File: config.mk
export PLATFORM = sky130hd
export DESIGN_NAME = ss_seq
export DESIGN_NICKNAME = d
export VERILOG_FILES = /design/src/rtl/ss_pkg.sv /design/src/rtl/ss_settle_cnt.sv /design/src/rtl/ss_seq.sv
export SDC_FILE = /design/constraint.sdc
export NUM_CORES = 1
export LEC_CHECK = 0
export BUFFER_PORTS_ARGS = -buffer_cell sky130_fd_sc_hd__buf_2
export CAP_MARGIN = 5
export CORE_MARGIN = 4
export CORE_UTILIZATION = 50
export DETAILED_ROUTE_END_ITERATION = 12
export PLACE_DENSITY_LB_ADDON = 0.2
export SLEW_MARGIN = 20
export SYNTH_ARGS = -nofsm -noshare
export SYNTH_HDL_FRONTEND = slang
export SYNTH_HIERARCHICAL = 1
export SYNTH_SLANG_ARGS = --single-unit
File: constraint.sdc
create_clock -name clk -period 2.15 [get_ports clk]
set_input_delay 0.1075 -clock clk [delete_from_list [all_inputs] [get_ports clk]]
set_output_delay 0.1075 -clock clk [all_outputs]
set_load 0.005 [all_outputs]
File: src/rtl/ss_pkg.sv
// Shared types and constants for the mapper save-state sequencer.
package ss_pkg;

  localparam int SS_ADDR_W   = 8;
  localparam int SS_DAT_W    = 8;
  localparam int SS_IDX_ADDR = 127;
  localparam int SETTLE_W    = 4;

  typedef enum logic [2:0] {
    IDLE,
    ARM,
    SV_SET,
    SV_OUT,
    LD_GET,
    LD_WR,
    FIN
  } state_e;

  typedef enum logic {
    SAVE,
    LOAD
  } mode_e;

endpackage

File: src/rtl/ss_settle_cnt.sv
// Loadable down-counter that times the mapper read-data settle window.
module ss_settle_cnt
  import ss_pkg::*;
#(
  parameter int unsigned SETTLE = 2
) (
  input  logic clk,
  input  logic rst,
  input  logic load,
  input  logic dec,
  output logic zero
);

  logic [SETTLE_W-1:0] cnt_q;
  logic [SETTLE_W-1:0] cnt_d;

  // NOTE: combinational blocks assign a default first so no latch is inferred.
  always_comb begin
    cnt_d = cnt_q;
    if (load) begin
      cnt_d = SETTLE_W'(SETTLE);
    end else if (dec && cnt_q != '0) begin
      cnt_d = cnt_q - SETTLE_W'(1);
    end
  end

  // NOTE: sequential state uses non-blocking assignments so every flop updates together.
  always_ff @(posedge clk) begin
    if (rst) begin
      cnt_q <= '0;
    end else begin
      cnt_q <= cnt_d;
    end
  end

  assign zero = (cnt_q == '0);

endmodule

File: src/rtl/ss_seq.sv
// Save-state sequencer: walks mapper save-state addresses, streaming bytes out on
// save and writing a byte stream back on load, paced by the mapper m2 strobe.
module ss_seq
  import ss_pkg::*;
#(
  parameter int unsigned REG_COUNT = SS_IDX_ADDR + 1,
  parameter int unsigned SETTLE    = 2
) (
  input  logic                 clk,
  input  logic                 rst,
  input  logic                 m2_fall,
  input  logic                 save_req,
  input  logic                 load_req,
  output logic                 busy,
  output logic                 done,
  output logic                 ss_act,
  output logic                 ss_we,
  output logic [SS_ADDR_W-1:0] ss_addr,
  output logic [SS_DAT_W-1:0]  ss_wdat,
  input  logic [SS_DAT_W-1:0]  ss_rdat,
  output logic [SS_DAT_W-1:0]  sv_dat,
  output logic                 sv_vld,
  input  logic                 sv_rdy,
  input  logic [SS_DAT_W-1:0]  ld_dat,
  input  logic                 ld_vld,
  output logic                 ld_rdy
);

  localparam logic [SS_ADDR_W-1:0] LAST_ADDR = SS_ADDR_W'(REG_COUNT - 1);

  state_e               state_q, state_d;
  mode_e                mode_q, mode_d;
  logic [SS_ADDR_W-1:0] addr_q, addr_d;
  logic [SS_DAT_W-1:0]  sv_dat_q, sv_dat_d;
  logic [SS_DAT_W-1:0]  wdat_q, wdat_d;
  logic                 done_q, done_d;
  logic                 cnt_load;
  logic                 cnt_dec;
  logic                 cnt_zero;

  // The counter is reloaded on every SV_SET entry, which is also when ss_addr moves.
  ss_settle_cnt #(
    .SETTLE(SETTLE)
  ) u_settle (
    .clk  (clk),
    .rst  (rst),
    .load (cnt_load),
    .dec  (cnt_dec),
    .zero (cnt_zero)
  );

  assign cnt_dec = (state_q == SV_SET);

  always_ff @(posedge clk) begin
    if (rst) begin
      state_q  <= IDLE;
      mode_q   <= SAVE;
      addr_q   <= '0;
      sv_dat_q <= '0;
      wdat_q   <= '0;
      done_q   <= 1'b0;
    end else begin
      state_q  <= state_d;
      mode_q   <= mode_d;
      addr_q   <= addr_d;
      sv_dat_q <= sv_dat_d;
      wdat_q   <= wdat_d;
      done_q   <= done_d;
    end
  end

  always_comb begin
    state_d  = state_q;
    mode_d   = mode_q;
    addr_d   = addr_q;
    sv_dat_d = sv_dat_q;
    wdat_d   = wdat_q;
    done_d   = 1'b0;
    cnt_load = 1'b0;
    unique case (state_q)
      IDLE: begin
        // Save has priority when both requests land together.
        if (save_req) begin
          mode_d  = SAVE;
          addr_d  = '0;
          state_d = ARM;
        end else if (load_req) begin
          mode_d  = LOAD;
          addr_d  = '0;
          state_d = ARM;
        end
      end
      ARM: begin
        if (m2_fall) begin
          if (mode_q == SAVE) begin
            cnt_load = 1'b1;
            state_d  = SV_SET;
          end else begin
            state_d = LD_GET;
          end
        end
      end
      SV_SET: begin
        if (cnt_zero) begin
          sv_dat_d = ss_rdat;
          state_d  = SV_OUT;
        end
      end
      SV_OUT: begin
        if (sv_rdy) begin
          if (addr_q == LAST_ADDR) begin
            state_d = FIN;
          end else begin
            addr_d   = addr_q + SS_ADDR_W'(1);
            cnt_load = 1'b1;
            state_d  = SV_SET;
          end
        end
      end
      LD_GET: begin
        if (ld_vld) begin
          wdat_d  = ld_dat;
          state_d = LD_WR;
        end
      end
      LD_WR: begin
        if (m2_fall) begin
          if (addr_q == LAST_ADDR) begin
            state_d = FIN;
          end else begin
            addr_d  = addr_q + SS_ADDR_W'(1);
            state_d = LD_GET;
          end
        end
      end
      FIN: begin
        if (m2_fall) begin
          done_d  = 1'b1;
          state_d = IDLE;
        end
      end
      default: state_d = IDLE;
    endcase
  end

  always_comb begin
    busy    = (state_q != IDLE);
    ss_act  = (state_q != IDLE);
    ss_we   = (state_q == LD_WR);
    sv_vld  = (state_q == SV_OUT);
    ld_rdy  = (state_q == LD_GET);
    done    = done_q;
    ss_addr = addr_q;
    ss_wdat = wdat_q;
    sv_dat  = sv_dat_q;
  end

endmodule

==> flow_summary.yaml, run 1 <==
timing:
  setup_tns_ns: 0
  fin_worst_skew_ns: 0.0125
  worstMarginPinSlew_ns: 0.519
  slew_headroom_pct: 65.4
  fin_hold_ws_ns: -0.00576
  slew_violations: 0
  fin_crit_ns: 2.10
  hold_violations: 3
  max_freq_ghz: 0.477
  min_period_over_period_pct: 97.5
  setup_viol: 0
cells_and_area:
  diodes: 0
  area_growth_pct: 27.5
  final_cell_mix: "buf_2, dfxtp_1, nor2_1"
  layout-drive-gt1-share_pct: 32.5
  layout_commonest_cell: "buf_2"
  utilization_pct: 68.8
  final_nets: 279
  fill_cells: 274
clocking:
  cts_made_buffers: 5
  cts_max_path_buffers: 2
  insertion_delay_ns: 0.35
  tritoncts: "yes"
  htreeDepth: 2
  clk_pin_slew_ns: 0.12
  clock_sinks: 33
  cts_root_buffer: "clkbuf_4"
grt:
  busiest_layer: "met2"
  grt_util_met2_pct: 31.6
  grtUsageTotal_pct: 19.8
  grt_pass1_vias: 1472
  grt_overflow: 0
  grt_max_degree: 28
  met3_usage_pct: 5.95
  grt_pass1_wl_mm: 6.71
  grt_util_met1_pct: 25.0
  antenna_found_initial: 0
power_and_ir_drop:
  p_per_area_nw_per_um2: 956
  p_leak_nw: 0.916
  vdd_ir_drop_max_v: 0.000537
synth:
  synthAdderAreaFrac_pct: 1.47
  synth_area_leaders: "dfxtp_1, mux2i_1, nor2_1, nand2_1, nand3_1"
  synth_edf_count: 0
  synth_nets: 217
  netlist-cell-type-count: 44
  yosys.area.top_type: "dfxtp_1"
  synth_flop_cell: "dfxtp_1"
  synth_compound_area_share_pct: 14.4
  synth_seq_cells: 33
  synthSimpleGateAreaFrac_pct: 27.9
  syn_inst: 192
  synth.area.mux_share_pct: 10.6
  synthXorXnorAreaFrac_pct: 1.03
  yosysWarnings: 6
  synth_top_area_share_pct: 38.8
  syn_area_um2: 1700
  synth-async-reset-ratio_pct: 0
  ys_seq_area_share_pct: 38.8
  synth_top_family_by_area: "simple AND/OR/NAND/NOR gates"
  avgSynthCellArea_um2: 8.86
critical_path:
  end_kind: "flip-flop"
  setup.worst_path.start_class: "flip-flop"
  arrival_ns: 2.38
  cp_max_fo: 5
  crit_type: "reg2reg"
  critPathSlowestCell: "or4_4"
  slowest_delay_ns: 0.58
  cp_cell_sequence: "inv_1 -> ha_4 -> or3b_4 -> inv_4 -> nor2b_2 -> nor3b_1 -> or4_4 -> o31ai_4"
  cp.required_ns: 2.43
die:
  die_area_um2: 4400
  die_w_um: 66.3
  num_rows: 20
  die_y_um: 66.3
  coreArea_um2: 3150
  floorplan.initialDensity_pct: 54.0
  io_pins: 53
detailed_routing:
  drtIter0Drc: 83
  vias: 1645
  detail_route.wl_per_cell_um: 14.0
  wirelength_mm: 4.19
  drt_first_pass_iters: 4
  drc_errors: 0
  vias_per_cell: 5.50
  drtAntennaViolNets: 0
placement:
  dpl.hpwl_mm: 2.96
  place_congestion: 0.837
  portBuffers: 52
run:
  maxCapViolCount: 0
worst_hold_path:
  hold_path.class: "in2reg"
run_status:
  violations: "negative hold slack"
  status: "finished, violations left"
## path summary, 6_finish.rpt
check,start,end,slack (ns),depth (start not counted)
min,ld_dat[3],ss_wdat[3],-0.006,3
max reg2reg,u_settle/cnt_q[1],state_q[2],0.05,8
max,u_settle/cnt_q[1],state_q[2],0.05,8
min reg2reg,sv_dat[1],sv_dat[1],0.50,2
## area by class of cell
class                      instances  area, um2  share of cell area, %
clock buffer                       5       37.5                   1.73
clock inverter                     3       17.5                  0.807
inverter                          10       40.0                   1.85
multi-input combinational        139        990                   45.6
sequential                        33        662                   30.5
tap                               44       55.1                   2.54
timing repair buffer              65        368                   17.0
## what timing repair did
action / in CTS / in global routing
endpoints found under the setup margin: 1 / 4
endpoints found under the hold margin: 4 / 0
buffers inserted: 0 / 2
gates resized for setup: 1 / 11
hold buffers: 4 / 0
pin swaps: 0 / 3
## cells by family after synthesis
| logic type | after synthesis |
|---|---|
| flops | 33 |
| mux | 18 |
| xor+xnor | 2 |
| simple gates | 86 |
| buf+inv | 20 |
| fa+ha+maj | 2 |
| compound gates | 31 |
## registers in the layout (all words and copies together) (netlist names)
signal          flops
ss_addr             8
ss_wdat             8
sv_dat              8
u_settle/cnt_q      4
state_q             3
done                1
mode_q              1
## synthesized netlist by cell type (all sizes together) (4+ instances only)
master and instances:
mux2i 18, o211ai 4, buf 8, nand2 14, inv 10, nor2 22, nand3 9, a31oi 7
dfxtp 33, a21oi 4, nor3b 4, or3 4, nor3 7
## metal layers
metal / share of wire (%) / up-vias
met3: 8.1 / 10
met2: 44 / 67
li1: - / 822
met1: 46 / 746
met4: 2.3 / 0
met5: 0 / -
## power by group
group | internal (mW) | switching (mW)
clock network | 0.123 | 0.231
logic | 0.438 | 0.493
registers | 0.687 | 0.102
## per-stage QoR
stage	power, mW	cells	worst slack [ns]	area [um2]
floorplan	1.39	192	0.179	1700
global placement	1.60	285	0.0970	2010
detailed placement	1.62	285	0.0235	2010
CTS	1.98	297	0.000443	2110
global route	2.19	299	-0.0171	2170
finish	2.07	299	0.0528	2170
## worst max-delay path: cells and delay by family (launching register included)
family / cells / cell delay [ns]
adders and majority gates: 1 / 0.15
DFF: 1 / 0.33
AOI/OAI and AO/OA: 1 / 0.22
buffers and inverters: 2 / 0.18
and+or+nand+nor: 4 / 1.17
Power figures use the tool's default switching activity.
==> run 2, diff against run 1 <==
--- a/config.mk
+++ b/config.mk
@@ -8,11 +8,10 @@
 export BUFFER_PORTS_ARGS = -buffer_cell sky130_fd_sc_hd__buf_2
 export CAP_MARGIN = 5
 export CORE_MARGIN = 4
-export CORE_UTILIZATION = 50
+export CORE_UTILIZATION = 30
 export DETAILED_ROUTE_END_ITERATION = 12
 export PLACE_DENSITY_LB_ADDON = 0.2
 export SLEW_MARGIN = 20
 export SYNTH_ARGS = -nofsm -noshare
 export SYNTH_HDL_FRONTEND = slang
-export SYNTH_HIERARCHICAL = 1
 export SYNTH_SLANG_ARGS = --single-unit
==> run 2 against run 1 <==
Net effect:
- the flow now finishes without violations
- hold slack gained 0.023 ns
- register-to-register slack better by 0.02 ns
- synthesized cell count fell by 3.1%
- critical path type unchanged
- largest power group is now registers
==> flow_summary.yaml, run 2 <==
clocking:
  htreeDepth: 2
  ctsHoldBuffers: 0
  tritoncts: "yes"
  insertion_delay_ns: 0.28
  clock_sinks: 33
  post_cts_buffers: 0
  clk_pin_slew_ns: 0.07
  cts_root_buffer: "clkbuf_8"
  cts_made_buffers: 5
  cts_max_path_buffers: 2
synth:
  avgSynthCellArea_um2: 8.83
  synth-async-reset-ratio_pct: 0
  synth.most_common_cell: "dfxtp_1"
  syn_area_um2: 1640
  synth_flop_cell: "dfxtp_1"
  yosys.area.top_type: "dfxtp_1"
  yosysWarnings: 0
  synth_nets: 211
  synth_edf_count: 0
  synth_seq_cells: 33
  syn_inst: 186
  netlist-cell-type-count: 47
  synth_top_area_share_pct: 40.2
  synth_area_leaders: "dfxtp_1, mux2i_1, nor2_1, a21oi_1, nand2_1"
  ys_seq_area_share_pct: 40.2
  ys_top_cells_by_count: "dfxtp_1, nor2_1, mux2i_1"
timing:
  fin_crit_ns: 2.08
  worstMarginPinSlew_ns: 0.575
  hold_violations: 0
  slew_headroom_pct: 61.7
  max_freq_ghz: 0.482
  setup_tns_ns: 0
  setup_viol: 0
  slew_violations: 0
  rsz0062_at_grt: "no"
  fin_worst_skew_ns: 0.00600
  min_period_over_period_pct: 96.6
die:
  num_rows: 26
  die_w_um: 82.0
  die_area_um2: 6720
  die_y_um: 82.0
  floorplan.initialDensity_pct: 31.5
  io_pins: 53
  coreArea_um2: 5200
grt:
  grt_pass1_vias: 1444
  grtUsageTotal_pct: 13.0
  grt_util_met1_pct: 17.2
  grt_pass1_wl_mm: 6.77
  grt_max_degree: 29
  busiest_layer: "met2"
  grt_overflow: 0
  antenna_found_initial: 0
  grt_util_met2_pct: 19.5
  met3_usage_pct: 4.06
critical_path:
  arrival_ns: 2.25
  setup.worst_path.start_class: "flip-flop"
  cp_cell_sequence: "inv_1 -> ha_2 -> or3b_4 -> and2_1 -> a2111o_1 -> o311a_1"
  critPathSlowestCell: "a2111o_1"
  end_kind: "flip-flop"
  cp.required_ns: 2.32
  cp_max_fo: 4
  slowest_delay_ns: 0.44
  crit_type: "reg2reg"
power_and_ir_drop:
  finalPower_mw: 2.19
  vdd_ir_drop_max_v: 0.000425
  p_leak_nw: 0.932
  p_per_area_nw_per_um2: 1040
detailed_routing:
  detail_route.wl_per_cell_um: 13.0
  drtIter0Drc: 133
  drt_first_pass_iters: 4
  vias_per_cell: 4.85
  drtAntennaViolNets: 0
  vias: 1504
  wirelength_mm: 4.03
  drc_errors: 0
cells_and_area:
  area_growth_pct: 27.8
  design_area_um2: 2100
  layout_commonest_cell: "buf_2"
  layout-drive-gt1-share_pct: 29.6
  final_nets: 264
  diodes: 0
  fill_cells: 542
  final_cell_mix: "buf_2, dfxtp_1, nor2_1"
placement:
  place_congestion: 0.748
  portBuffers: 52
  dpl.hpwl_mm: 2.89
  dpl_cell_area_um2: 1970
run:
  maxCapViolCount: 0
worst_hold_path:
  hold_path.class: "in2reg"
run_status:
  status: "completed"
[run 2: cell count changes in the layout (fill, tap and decap cells not counted), sizes merged, moves of 3 or more]
cell	delta
a31oi	-6
a21oi	+5
buf	-4
dlygate4sd3	-4
or3	-4
nand3	-3
nand4	+3
[run 2: per-layer routing]
layer | vias up | share of wire [%]
li1 | 783 | -
met1 | 672 | 47
met2 | 43 | 45
met3 | 6 | 6.3
met4 | 0 | 1.7
met5 | - | 0
[run 2: cell type report]
class	count	area [um2]	share of cell area (%)
Multi-Input combinational cell	133	902	43.0
Clock inverter	1	30.0	1.43
Clock buffer	7	86.3	4.11
Timing Repair Buffer	57	298	14.2
Inverter	9	33.8	1.61
Sequential cell	33	661	31.5
Tap cell	70	87.6	4.17
[run 2: final timing paths]
kind	from	endpoint	slack, ns	cells after the start
setup / recovery	u_settle.cnt_q[0]	state_q[2]	0.07	6
hold / removal	save_req	mode_q	0.02	2
setup reg to reg	u_settle.cnt_q[0]	state_q[2]	0.07	6
hold reg to reg	sv_dat[6]	sv_dat[6]	0.49	2
[run 2: critical path, delay by kind of cell, from the launching register on]
| family | cells | cell delay (ns) |
|---|---|---|
| AO/OA/AOI/OAI | 2 | 0.81 |
| AND/OR/NAND/NOR | 2 | 0.57 |
| flip-flops | 1 | 0.34 |
| adder cells (fa/ha/maj) | 1 | 0.19 |
| buffers and inverters | 1 | 0.06 |
[run 2: logic make-up (layout without fill, tap and decap cells)]
logic type / count (synthesis) / in the layout / synth area share (%)
simple gates: 74 / 74 / 23.9
compound gates: 35 / 35 / 15.6
flops: 33 / 33 / 40.2
buf+inv: 20 / 74 / 5.34
mux: 19 / 19 / 11.7
xor+xnor: 3 / 3 / 1.60
fa+ha+maj: 2 / 2 / 1.52
[run 2: through the flow]
step	utilization, %	worst slack, ns	hold slack (ns)	instances
floorplan	-	0.0639	0.204	186
global placement	37.9	0.108	0.308	302
detailed placement	37.9	0.0587	0.315	302
CTS	40.1	0.0518	0.00815	310
global route	40.3	0.00479	0.0252	310
finish	40.3	0.0737	0.0172	310
[run 2: what timing repair did]
action,in CTS,in global routing
endpoints found under the setup margin,0,6
resized for setup,0,3
endpoints found under the hold margin,0,0
[run 2: power breakdown]
part | leakage, nW | switching (mW) | total [mW] | internal [mW]
Sequential | 0.267 | 0.130 | 0.830 | 0.700
Combinational | 0.606 | 0.383 | 0.753 | 0.370
Clock | 0.0585 | 0.227 | 0.605 | 0.378
==> run 3, diff against run 2 <==
--- a/config.mk
+++ b/config.mk
@@ -7,6 +7,9 @@
 export LEC_CHECK = 0
 export BUFFER_PORTS_ARGS = -buffer_cell sky130_fd_sc_hd__buf_2
 export CAP_MARGIN = 5
+export CELL_PAD_IN_SITES_DETAIL_PLACEMENT = 0
+export CELL_PAD_IN_SITES_GLOBAL_PLACEMENT = 1
+export CORE_ASPECT_RATIO = 2
 export CORE_MARGIN = 4
 export CORE_UTILIZATION = 30
 export DETAILED_ROUTE_END_ITERATION = 12
@@ -15,3 +18,4 @@
 export SYNTH_ARGS = -nofsm -noshare
 export SYNTH_HDL_FRONTEND = slang
 export SYNTH_SLANG_ARGS = --single-unit
+export TNS_END_PERCENT = 50
==> run 3 against run 2 <==
Net effect:
- via count grew 5.5%
- worst setup slack lost 0.0034 ns
- flip-flop and latch count did not move
- critical path type unchanged
- highest routed layer unchanged
==> flow_summary.yaml, run 3 (synthesis gave the netlist of run 2 again) <==
placement:
  place_ws_ns: 0.0700
  dpl_cell_area_um2: 1990
  portBuffers: 52
  placed_cells: 294
  dpl.hpwl_mm: 3.45
  place_congestion: 0.774
critical_path:
  cp_max_fo: 4
  r2r_slack_ns: 0.07
  arrival_ns: 2.26
  critPathSlowestCell: "a2111o_1"
  r2r-start: "u_settle.cnt_q[0]"
  slowest_delay_ns: 0.44
  r2r-end: "state_q[2]"
  path_buf_inv: 1
  cp.required_ns: 2.33
  end_kind: "flip-flop"
  cp_cell_sequence: "inv_1 -> ha_1 -> or3b_4 -> and2_1 -> a2111o_1 -> o311a_1"
  crit_type: "reg2reg"
  rr_worst_depth: 6
  critPathTopFamily: "compound AO/OA/AOI/OAI gates"
  setup.worst_path.start_class: "flip-flop"
timing:
  worstMarginPinSlew_ns: 0.720
  setup_tns_ns: 0
  fin_hold_ws_ns: 0.0146
  hold_violations: 0
  fin_ws_ns: 0.0703
  fin_worst_skew_ns: 0.00600
  slew_headroom_pct: 52.0
  rsz0062_at_grt: "no"
  slew_violations: 0
  setup_viol: 0
  max_freq_ghz: 0.481
  min_period_over_period_pct: 96.7
  fin_crit_ns: 2.08
power_and_ir_drop:
  vdd_ir_drop_max_v: 0.000489
  finalPower_mw: 2.27
  switching_share_pct: 35.0
  p_per_area_nw_per_um2: 1080
  power.internal_mw: 1.48
  p_seq_share_pct: 36.2
  clock_power_share_pct: 27.6
  p_leak_nw: 0.951
  power_frac_comb_pct: 36.3
  power.switching_uw: 796
clocking:
  cts_made_buffers: 5
  cts_resized: 0
  cts_root_buffer: "clkbuf_8"
  tritoncts: "yes"
  clock_sinks: 33
  ctsHoldBuffers: 0
  insertion_delay_ns: 0.29
  clk_pin_slew_ns: 0.07
  htreeDepth: 2
  cts_max_path_buffers: 2
  post_cts_buffers: 0
die:
  io_pins: 53
  die_y_um: 113
  die_area_um2: 6790
  coreArea_um2: 5230
  num_rows: 37
  floorplan.initialDensity_pct: 31.4
  die_w_um: 60.3
run_status:
  status: "completed"
cells_and_area:
  design_area_um2: 2110
  area_growth_pct: 28.6
  final_nets: 268
  final_cell_mix: "buf_2, dfxtp_1, nor2_1"
  register_area_um2: 661
  layout_commonest_cell: "buf_2"
  multi_input_area_um2: 896
  final_cells: 302
  layout-drive-gt1-share_pct: 30.3
  diodes: 0
  utilization_pct: 40.3
  fill_cells: 570
detailed_routing:
  drt_first_pass_iters: 4
  drc_errors: 0
  vias: 1586
  drtAntennaViolNets: 0
  drtIter0Drc: 65
  vias_per_cell: 5.25
  wirelength_mm: 4.57
  detail_route.wl_per_cell_um: 15.1
worst_hold_path:
  min-delay-start: "save_req"
  hold-path-cell-count: 2
  min_to: "mode_q"
  hold_path.class: "in2reg"
grt:
  grtUsageTotal_pct: 14.8
  antenna_found_initial: 0
  grt_overflow: 0
  grt_pass1_wl_mm: 7.74
  grt_pass1_vias: 1578
  grt_max_degree: 28
run:
  maxCapViolCount: 0
==> run 3: area by class of cell <==
cell class	count	share of cell area, %
multi-input combinational	133	42.4
sequential	33	31.3
timing repair buffer	61	15.5
clock buffer	6	3.91
tap	58	3.44
clock inverter	2	1.78
inverter	9	1.60
==> run 3: worst max path at each step <==
| stage | to | slack [ns] | from | cells after the start |
|---|---|---|---|---|
| 3_5_place_dp | state_q[2] | 0.07 | u_settle.cnt_q[0] | 6 |
| 6_report | state_q[2] | 0.07 | u_settle.cnt_q[0] | 6 |
| 4_1_cts | state_q[2] | 0.06 | u_settle.cnt_q[0] | 6 |
| 3_3_place_gp | state_q[2] | 0.1 | u_settle.cnt_q[0] | 6 |
| 5_1_grt | state_q[2] | 0.003 | u_settle.cnt_q[0] | 6 |
| 2_1_floorplan | state_q[2] | 0.06 | u_settle.cnt_q[0] | 7 |
==> run 3: layer usage <==
layer / up-vias / wire (um) / track usage, % / part of all wire, %
li1: 788 / - / - / -
met1: 744 / 1770 / 15.8 / 39
met2: 44 / 2450 / 26.1 / 54
met3: 10 / 211 / 3.34 / 4.6
met4: 0 / 139 / 6.95 / 3.0
met5: - / 0 / 0 / 0
==> run 3: power groups by stage <==
stage / Sequential (mW) / Combinational [mW] / Clock, mW
final: 0.822 / 0.825 / 0.626
after global placement: 0.835 / 0.824 / 0
after floorplan: 0.780 / 0.581 / 0
after global routing: 0.841 / 0.918 / 0.676
after CTS: 0.821 / 0.833 / 0.649
after detailed placement: 0.834 / 0.830 / 0
